## src/rtl/serial_cmd_rx.sv

```systemverilog
// serial_cmd_rx: 8N1 UART receiver plus measurement-command decoder with a one-deep pending slot.
// Latency: cmd_valid rises on the edge right after the stop-bit sample (~9.5 bit times + 3 clk after the RxD fall).
// Backpressure: one command is held until ready; a valid command arriving while it is still held is dropped (overrun pulse).
//
// Ports:
//   clk        system clock (the only clock)
//   rst        synchronous active-high reset
//   RxD        asynchronous serial input, idles high
//   ready      controller can accept the pending command
//   cmd_valid  a command is pending and opcode is valid
//   opcode     2-bit opcode of the pending command
//   frame_err  1-cycle pulse: stop bit sampled low
//   bad_cmd    1-cycle pulse: good frame with wrong prefix
//   overrun    1-cycle pulse: valid command dropped because one is pending
module serial_cmd_rx #(
    parameter int          CLKS_PER_BIT = 868,
    parameter logic [5:0]  CMD_PREFIX   = 6'b101000
) (
    input  logic       clk,
    input  logic       rst,
    input  logic       RxD,
    input  logic       ready,
    output logic       cmd_valid,
    output logic [1:0] opcode,
    output logic       frame_err,
    output logic       bad_cmd,
    output logic       overrun
);

    localparam int             CW   = $clog2(CLKS_PER_BIT);
    localparam logic [CW-1:0]  HALF = CW'(CLKS_PER_BIT / 2 - 1);
    localparam logic [CW-1:0]  LAST = CW'(CLKS_PER_BIT - 1);

    typedef enum logic [2:0] {
        IDLE,
        START,
        DATA,
        STOP,
        BRK
    } state_t;

    state_t        state;
    logic [CW-1:0] cnt;
    logic [2:0]    bitidx;
    logic [7:0]    shift;
    logic          rx_meta;
    logic          rx_s;

    always_ff @(posedge clk) begin
        if (rst) begin
            // Synchroniser presets to the idle level so reset never looks like a start bit.
            rx_meta   <= 1'b1;
            rx_s      <= 1'b1;
            state     <= IDLE;
            cnt       <= '0;
            bitidx    <= '0;
            shift     <= '0;
            cmd_valid <= 1'b0;
            opcode    <= 2'd0;
            frame_err <= 1'b0;
            bad_cmd   <= 1'b0;
            overrun   <= 1'b0;
        end else begin
            rx_meta   <= RxD;
            rx_s      <= rx_meta;
            frame_err <= 1'b0;
            bad_cmd   <= 1'b0;
            overrun   <= 1'b0;

            // Transfer retires the pending command; a load later in this
            // block overrides this so a same-cycle new command wins.
            if (cmd_valid && ready)
                cmd_valid <= 1'b0;

            case (state)
                IDLE: begin
                    cnt <= '0;
                    if (!rx_s)
                        state <= START;
                end

                START: begin
                    // Re-check the line at mid start bit to reject glitches.
                    if (cnt == HALF) begin
                        cnt <= '0;
                        if (!rx_s) begin
                            state  <= DATA;
                            bitidx <= 3'd0;
                        end else begin
                            state <= IDLE;
                        end
                    end else begin
                        cnt <= cnt + CW'(1);
                    end
                end

                DATA: begin
                    // Sampling point is a full bit after mid-start, i.e. mid-bit.
                    if (cnt == LAST) begin
                        cnt           <= '0;
                        shift[bitidx] <= rx_s;
                        if (bitidx == 3'd7)
                            state <= STOP;
                        else
                            bitidx <= bitidx + 3'd1;
                    end else begin
                        cnt <= cnt + CW'(1);
                    end
                end

                STOP: begin
                    if (cnt == LAST) begin
                        cnt <= '0;
                        if (rx_s) begin
                            state <= IDLE;
                            if (shift[7:2] != CMD_PREFIX) begin
                                bad_cmd <= 1'b1;
                            end else if (!cmd_valid || ready) begin
                                cmd_valid <= 1'b1;
                                opcode    <= shift[1:0];
                            end else begin
                                overrun <= 1'b1;
                            end
                        end else begin
                            frame_err <= 1'b1;
                            state     <= BRK;
                        end
                    end else begin
                        cnt <= cnt + CW'(1);
                    end
                end

                BRK: begin
                    // Hold off until the line returns high so a break reports once.
                    cnt <= '0;
                    if (rx_s)
                        state <= IDLE;
                end

                default: begin
                    state <= IDLE;
                    cnt   <= '0;
                end
            endcase
        end
    end

endmodule

```

## config.mk

```make
export PLATFORM = sky130hd
export DESIGN_NAME = serial_cmd_rx
export DESIGN_NICKNAME = d
export VERILOG_FILES = /design/src/rtl/serial_cmd_rx.sv
export SDC_FILE = /design/constraint.sdc
export NUM_CORES = 1
export LEC_CHECK = 0
export BUFFER_PORTS_ARGS = -buffer_cell sky130_fd_sc_hd__buf_2
export CORE_MARGIN = 8
export CORE_UTILIZATION = 53
export DETAILED_ROUTE_END_ITERATION = 8
export HOLD_SLACK_MARGIN = 0.05
export PLACE_DENSITY = 0.77
export SETUP_SLACK_MARGIN = 0.3
export SKIP_LAST_GASP = 1
export SYNTH_ARGS = -nofsm -noshare
export SYNTH_HDL_FRONTEND = slang
export SYNTH_SLANG_ARGS = --single-unit
```

## constraint.sdc

```tcl
create_clock -name clk -period 2.1 [get_ports clk]
set_clock_uncertainty 0.2 [all_clocks]
set_input_delay 0.21 -clock clk [delete_from_list [all_inputs] [get_ports clk]]
set_output_delay 0.21 -clock clk [all_outputs]
set_load 0.01 [all_outputs]
```

==> impl_results.md, run 1 <==
- Std cell rows: 20
- Layout area overhead: 29.6%
- Dominant cells by area after synthesis: dfxtp_1 (40%), mux2i_1 (5.0%), nand2_1 (3.8%), nor2_1 (3.5%), xor2_1 (3.3%)
- Clock transition at path regs: around 0.1 ns
- Final Cycle Share: 1.05
- Die H: around 70 um
- Final #Nets: 210
- Clk sinks: 32
- Setup ws final: -0.110 ns
- DRC: 0
- Antenna Nets Post-Route: 0
- Dominant cell type by area after synthesis: dfxtp_1
- Outcome: finished with violations
- Synth Flop Type: dfxtp_1
- N_diodes: 0
- Top delay family on crit path: compound AO/OA/AOI/OAI gates
- Starting density of the core: 0.539
- Yosys Warn Count: 0
- CP Class: reg2reg
- Placer Congestion: slightly below 0.9
- Netlist cell types: between 40 and 50
- Sequential share of the synthesized area: 0.403
- CP cell instances: ha_4 -> ha_4 -> or4b_4 -> o31a_1 -> o311ai_2 -> o41ai_1
- CP dominant cell by count: ha_4
- Worst path max stage delay: roughly 0.48 ns
- Top cells by count, synth: dfxtp_1 (32), nand2_1 (16), nor2_1 (15), mux2i_1 (8), nand4_1 (8)
- Vias in the first global route: 1358
- Largest net degree at the start of global routing: 20
- Final Hold Fails: 0
- Vias per inst: 6.10
- CTS buffer count: 5
- Max-cap violations: 0
- CTS root buf: clkbuf_4
- EDFF count, synth: 0
- Most frequent cell after synthesis: dfxtp_1
- IR Drop Worst-Case VDD: between 0.4 and 0.5 mV
- 1st-pass router iterations: 4
- Die Wd: between 70 and 80 um
- Htree depth: 2
- Wirelength per Cell: 17.0 um
- Syn nets: 182
- Boundary Pins: 10
- Core footprint: just under 0.003 mm^2
- Leakage Power: between 0.7 and 0.8 nW
- Critical Path Start Type: flop
- Min Tclk post-route: around 2.2 ns
- Finished Core Util: 0.698
- CP max FO: 3
- Die Area: between 0.005 and 0.006 mm^2
- Tot Pwr: roughly 1.3 mW
- PD cells: between 600 and 700 mW/mm^2
- Clk Latency, worst-skew pair: 0.34 ns
- Endpoint class of the critical path: flop
- First-pass GRT wire length: approximately 6300 um
- Worst Path Arrival: ~2.2 ns
- Synth Register Bits: 32
- Max Slew Vio Count: 0
- CP required: roughly 2.1 ns
- Failing checks: negative setup slack
- DR iter-0 viols: between 70 and 80
- Post-Syn Instances: 174
- Clock buffer depth: 2
- IO buf count: 9
- Synthesized area: 0.00159 mm^2
- Slew headroom: 0.652
- Setup violations, final: 3
- Fraction of layout cells with a size suffix above 1: 0.379
- Least-Margin Pin Slew: approximately 0.52 ns
- DP HPWL: 2490 um
- RSZ-0062 raised after global routing: true
- GRT Overall Usage: 0.155
- Total number of vias: approximately 1400
- GR Overflow Total: 0
- Slowest CP cell: or4b_4
- Final WL: about 4000 um
- Ys async rst share: 0
- Mapped Avg Cell Area: between 9 and 10 um^2
- Post-synth top area share: 0.403
- FMAX: ~450 MHz
- Critical path buffers and inverters: 0
- Initial antenna violation count: 0
- CTS tree: yes
- Hold Crit Class: in2reg
## state kept, by name, indices dropped and copies added (netlist names)
| signal | flops |
|---|---|
| cnt | 10 |
| bitidx | 3 |
| opcode | 2 |
| cmd_valid | 1 |
| rx_meta | 1 |
| frame_err | 1 |
| shift | 8 |
| rx_s | 1 |
| overrun | 1 |
| bad_cmd | 1 |
| state | 3 |
## through the flow
step	std cells	worst slack [ns]	hold slack, ns	cell area [um^2]	setup TNS, ns
2_1_floorplan	174	0.0119	0.114	1620	0
3_3_place_gp	216	-0.000225	0.199	1730	-0.000225
3_5_place_dp	216	-0.128	0.202	1730	-0.232
4_1_cts	231	-0.110	0.0640	1970	-0.247
5_1_grt	236	-0.143	0.0842	2060	-0.410
6_report	236	-0.110	0.0918	2060	-0.255
## cell usage in the layout (no fill, tap or decap), drive strengths merged, types with 6 or more instances in the layout
cell type and instances:
mux2i 8, nand2 16, o21ai 6, nand4 8, dfxtp 32, nor3 7
nor2 15, inv 6, nand3 7, xor2 6, buf 25
## power breakdown
group          internal, mW  switching [mW]
logic                 0.102           0.146
clock network         0.248           0.217
registers             0.615          0.0134
## cell type report
cell class / count / area (um^2)
multi-input cells: 130 / 1050
fillers: 213 / 892
flip-flops and latches: 32 / 668
repair buffers: 27 / 196
clock inverters: 3 / 42.5
well taps: 33 / 41.3
clock buffers: 5 / 37.5
inverters: 6 / 22.5
## cell families (layout without fill, tap and decap cells)
family | count (synthesis) | count (layout) | synth area share
compound gates | 27 | 28 | 0.124
xor+xnor | 10 | 10 | 0.0551
fa+ha+maj | 4 | 4 | 0.0315
buf+inv | 13 | 41 | 0.0378
flops | 32 | 32 | 0.403
mux | 8 | 8 | 0.0504
simple gates | 80 | 80 | 0.299
## worst reg2reg max path, stage by stage (launching register included)
cell	delay [ns]
dfxtp_4	0.37
ha_4	0.16
ha_4	0.15
or4b_4	0.48
o31a_1	0.31
o311ai_2	0.31
o41ai_1	0.12
## worst paths after layout
path	start	cells past startpoint	slack, ns	to
worst max-delay path	bitidx[1]	6	-0.11	bitidx[2]
worst min-delay path	rst	2	0.09	cmd_valid
worst max register to register	bitidx[1]	6	-0.11	bitidx[2]
worst min register to register	rx_meta	1	0.23	rx_s
## layer usage
metal	up-vias	wire length [um]	global-route usage
met4	0	138	0.0785
met2	41	1900	0.231
met3	15	208	0.0494
met5	-	0	0
li1	694	-	-
met1	690	1760	0.194
## what timing repair did
action,in CTS,in global routing
pin swaps,16,12
buffers inserted,4,5
hold endpoints to repair,3,0
cloned,1,0
setup endpoints to repair,27,28
gates resized for setup,24,18
hold buffers,2,0
No activity file was read; power rests on OpenSTA's default activity.
==> run 2: changes to the inputs <==
Settings changed: CORE_MARGIN 8 to unset, CORE_UTILIZATION 53 to 63, PLACE_DENSITY 0.77 to 0.85.
Clock period 2.1 ns to 2.7 ns, I/O delays scaled along.
==> run 2 against run 1 <==
Compared with the run above: the flow now finishes without violations; global-route usage is 12 points higher; via count down 7.8%; highest routed layer unchanged; flip-flop and latch count did not move; critical endpoint unchanged; count of clock-buffer cells in the layout rose by 2; hold slack better by 0.020 ns; setup slack better by 0.46 ns; wire length down 22%; core utilization increased by 4.6 points; sequential share of layout area rose by 5.1 points; maximum frequency fell by 5.8%.
==> impl_results.md, run 2 (synthesized netlist as in run 1, its figures left out) <==
- Initial antenna violation count: 0 (unchanged)
- Antenna Nets Post-Route: 0 (unchanged)
- CTS buffer count: 5 (unchanged)
- Logic pwr share: 0.124 (-0.061)
- Largest net degree at the start of global routing: 19 (-5.0%)
- Vias in the first global route: 1268 (-6.6%)
- Boundary Pins: 10 (unchanged)
- Biggest regs: cnt: 10 flops, shift: 8 flops
- Clock buffer depth: 2 (unchanged)
- Largest register by flop count: cnt
- Endpoint class of the critical path: flop
- Slowest CP cell: or4b_4
- Switching Fraction: 0.268 (-0.0119)
- Leakage Power: 0.638 nW (-19%)
- Final Cycle Share: 0.869 (-0.183)
- Min Tclk post-route: 2.35 ns (+0.136 ns)
- Placer Congestion: 0.835 (-3.8%)
- Worst Path Arrival: 2.35 ns (+0.12 ns)
- Outcome: complete, no violations
- Pint: 0.671 mW (-30%)
- Core footprint: 0.00230 mm^2 (-22%)
- Starting density of the core: 0.692 (+0.154)
- Final Hold Fails: 0 (unchanged)
- N_diodes: 0 (unchanged)
- Sw power: 0.246 mW (-35%)
- Most frequent cells in the layout: dfxtp_1 (32), nand2_1 (16), nor2_1 (15), buf_2 (9)
- Largest register FFs: 10 (unchanged)
- Wirelength per Cell: 14.7 um (-13%)
- Clk pwr share: 0.329 (-0.017)
- Total number of vias: 1327 (-7.8%)
- PD cells: 537 mW/mm^2 (-18%)
- IO buf count: 9 (unchanged)
- CP cell instances: ha_1 -> ha_1 -> or4b_4 -> o31a_1 -> o311ai_1 -> o41ai_1
- Slew headroom: 0.705 (+0.0531)
- Max-cap violations: 0 (unchanged)
- Sequential Power Share: 0.548 (+0.079)
- CP Class: reg2reg
- CP required: 2.71 ns (+0.59 ns)
- Clk sinks: 32 (unchanged)
- CTS root buf: clkbuf_4
- Clock transition at path regs: 0.09 ns (about the same)
- Layout area overhead: 7.40%
- Setup violations, final: 0 (-3)
- Tot Pwr: 0.917 mW (-32%)
- Top delay family on crit path: compound AO/OA/AOI/OAI gates
- IR Drop Worst-Case VDD: 0.476 mV (+6.3%)
- First-pass GRT wire length: 5380 um (-14%)
- GR Overflow Total: 0 (unchanged)
- Std cell rows: 17 (-15%)
- Die Area: 0.00273 mm^2 (-46%)
- Die Wd: 52.2 um (-26%)
- Final WL: 3120 um (-22%)
- Commonest non-fill, non-tap cell in the layout: dfxtp_1
- Worst hold margin: 0.112 ns (+0.0203 ns)
- Htree depth: 2 (unchanged)
- Fraction of layout cells with a size suffix above 1: 0.147 (-0.233)
- CP dominant cell by count: ha_1
- 1st-pass router iterations: 4 (unchanged)
- Max Slew Vio Count: 0 (unchanged)
- Critical Path Start Type: flop
- Vias per inst: 6.26 (+2.6%)
- FMAX: 426 MHz (-5.8%)
- RSZ-0062 raised after global routing: false
- Least-Margin Pin Slew: 0.440 ns (-0.0781 ns)
- CTS tree: yes
- CP max FO: 7 (+4)
- Worst path max stage delay: 0.50 ns (+0.02 ns)
- Final #Nets: 192 (-8.6%)
- Hold Crit Class: in2reg
- Critical path buffers and inverters: 0 (unchanged)
- DP HPWL: 2290 um (-8.0%)
- Die H: 52.2 um (-26%)
- Setup bufs post-CTS: 0 (-4)
- DR iter-0 viols: 30 (-58%)
- Clk Latency, worst-skew pair: 0.33 ns (about the same)
- DRC: 0 (unchanged)
- Setup TNS: 0 ns (+0.255 ns)
- GRT Overall Usage: 0.270 (+0.116)
==> run 2: cell types whose count changed in the layout (fill, tap and decap cells not counted), moves of 3 or more <==
cell	change
buf_6	-3
dfxtp_4	-5
dfxtp_1	+12
ha_4	-3
dfxtp_2	-7
ha_1	+3
buf_4	-13
==> run 2: tightest hold or removal path: stages <==
cell      delay [ns]
buf_2           0.07
nand2b_1        0.18
nor4b_2         0.07
==> run 2: routing by layer <==
metal / wire, um / global-route usage / part of all wire
met5: 0 / 0 / 0
met4: 61 / 0.132 / 0.020
met3: 161 / 0.0899 / 0.052
met2: 1570 / 0.462 / 0.50
met1: 1330 / 0.299 / 0.43
==> run 2: path summary, 6_finish.rpt <==
path	slack [ns]	start	depth (start not counted)	to
worst max register to register	0.35	bitidx[1]	6	bitidx[2]
worst max-delay path	0.35	bitidx[1]	6	bitidx[2]
worst min-delay path	0.11	ready	3	overrun
worst min register to register	0.22	rx_meta	1	rx_s
==> run 2: stage by stage <==
step / area, um^2 / setup WS (ns) / cells / util
floorplan: 1590 / 0.556 / 174 / -
global placement: 1630 / 0.495 / 204 / 0.711
detailed placement: 1630 / 0.382 / 204 / 0.711
CTS: 1710 / 0.367 / 212 / 0.743
global route: 1710 / 0.307 / 212 / 0.743
finish: 1710 / 0.354 / 212 / 0.743
==> run 2: cell type report <==
type	count	area [um^2]
clock buffers	7	65.1
fillers	166	589
inverters	6	22.5
multi-input cells	129	890
flip-flops and latches	32	641
well taps	28	35.0
repair buffers	10	55.1
==> run 2: what timing repair did <==
action | CTS | global route
setup endpoints to repair | 0 | 0
endpoints found under the hold margin | 1 | 0
hold buffers | 1 | 0
gates resized for setup | 0 | 0
==> run 2: power groups by stage <==
stage,combinational (mW),clock (mW),sequential [mW]
5_1_grt,0.123,0.329,0.503
3_5_place_dp,0.111,0,0.512
4_1_cts,0.112,0.306,0.501
6_report,0.113,0.301,0.502
3_3_place_gp,0.106,0,0.512
2_1_floorplan,0.110,0,0.499
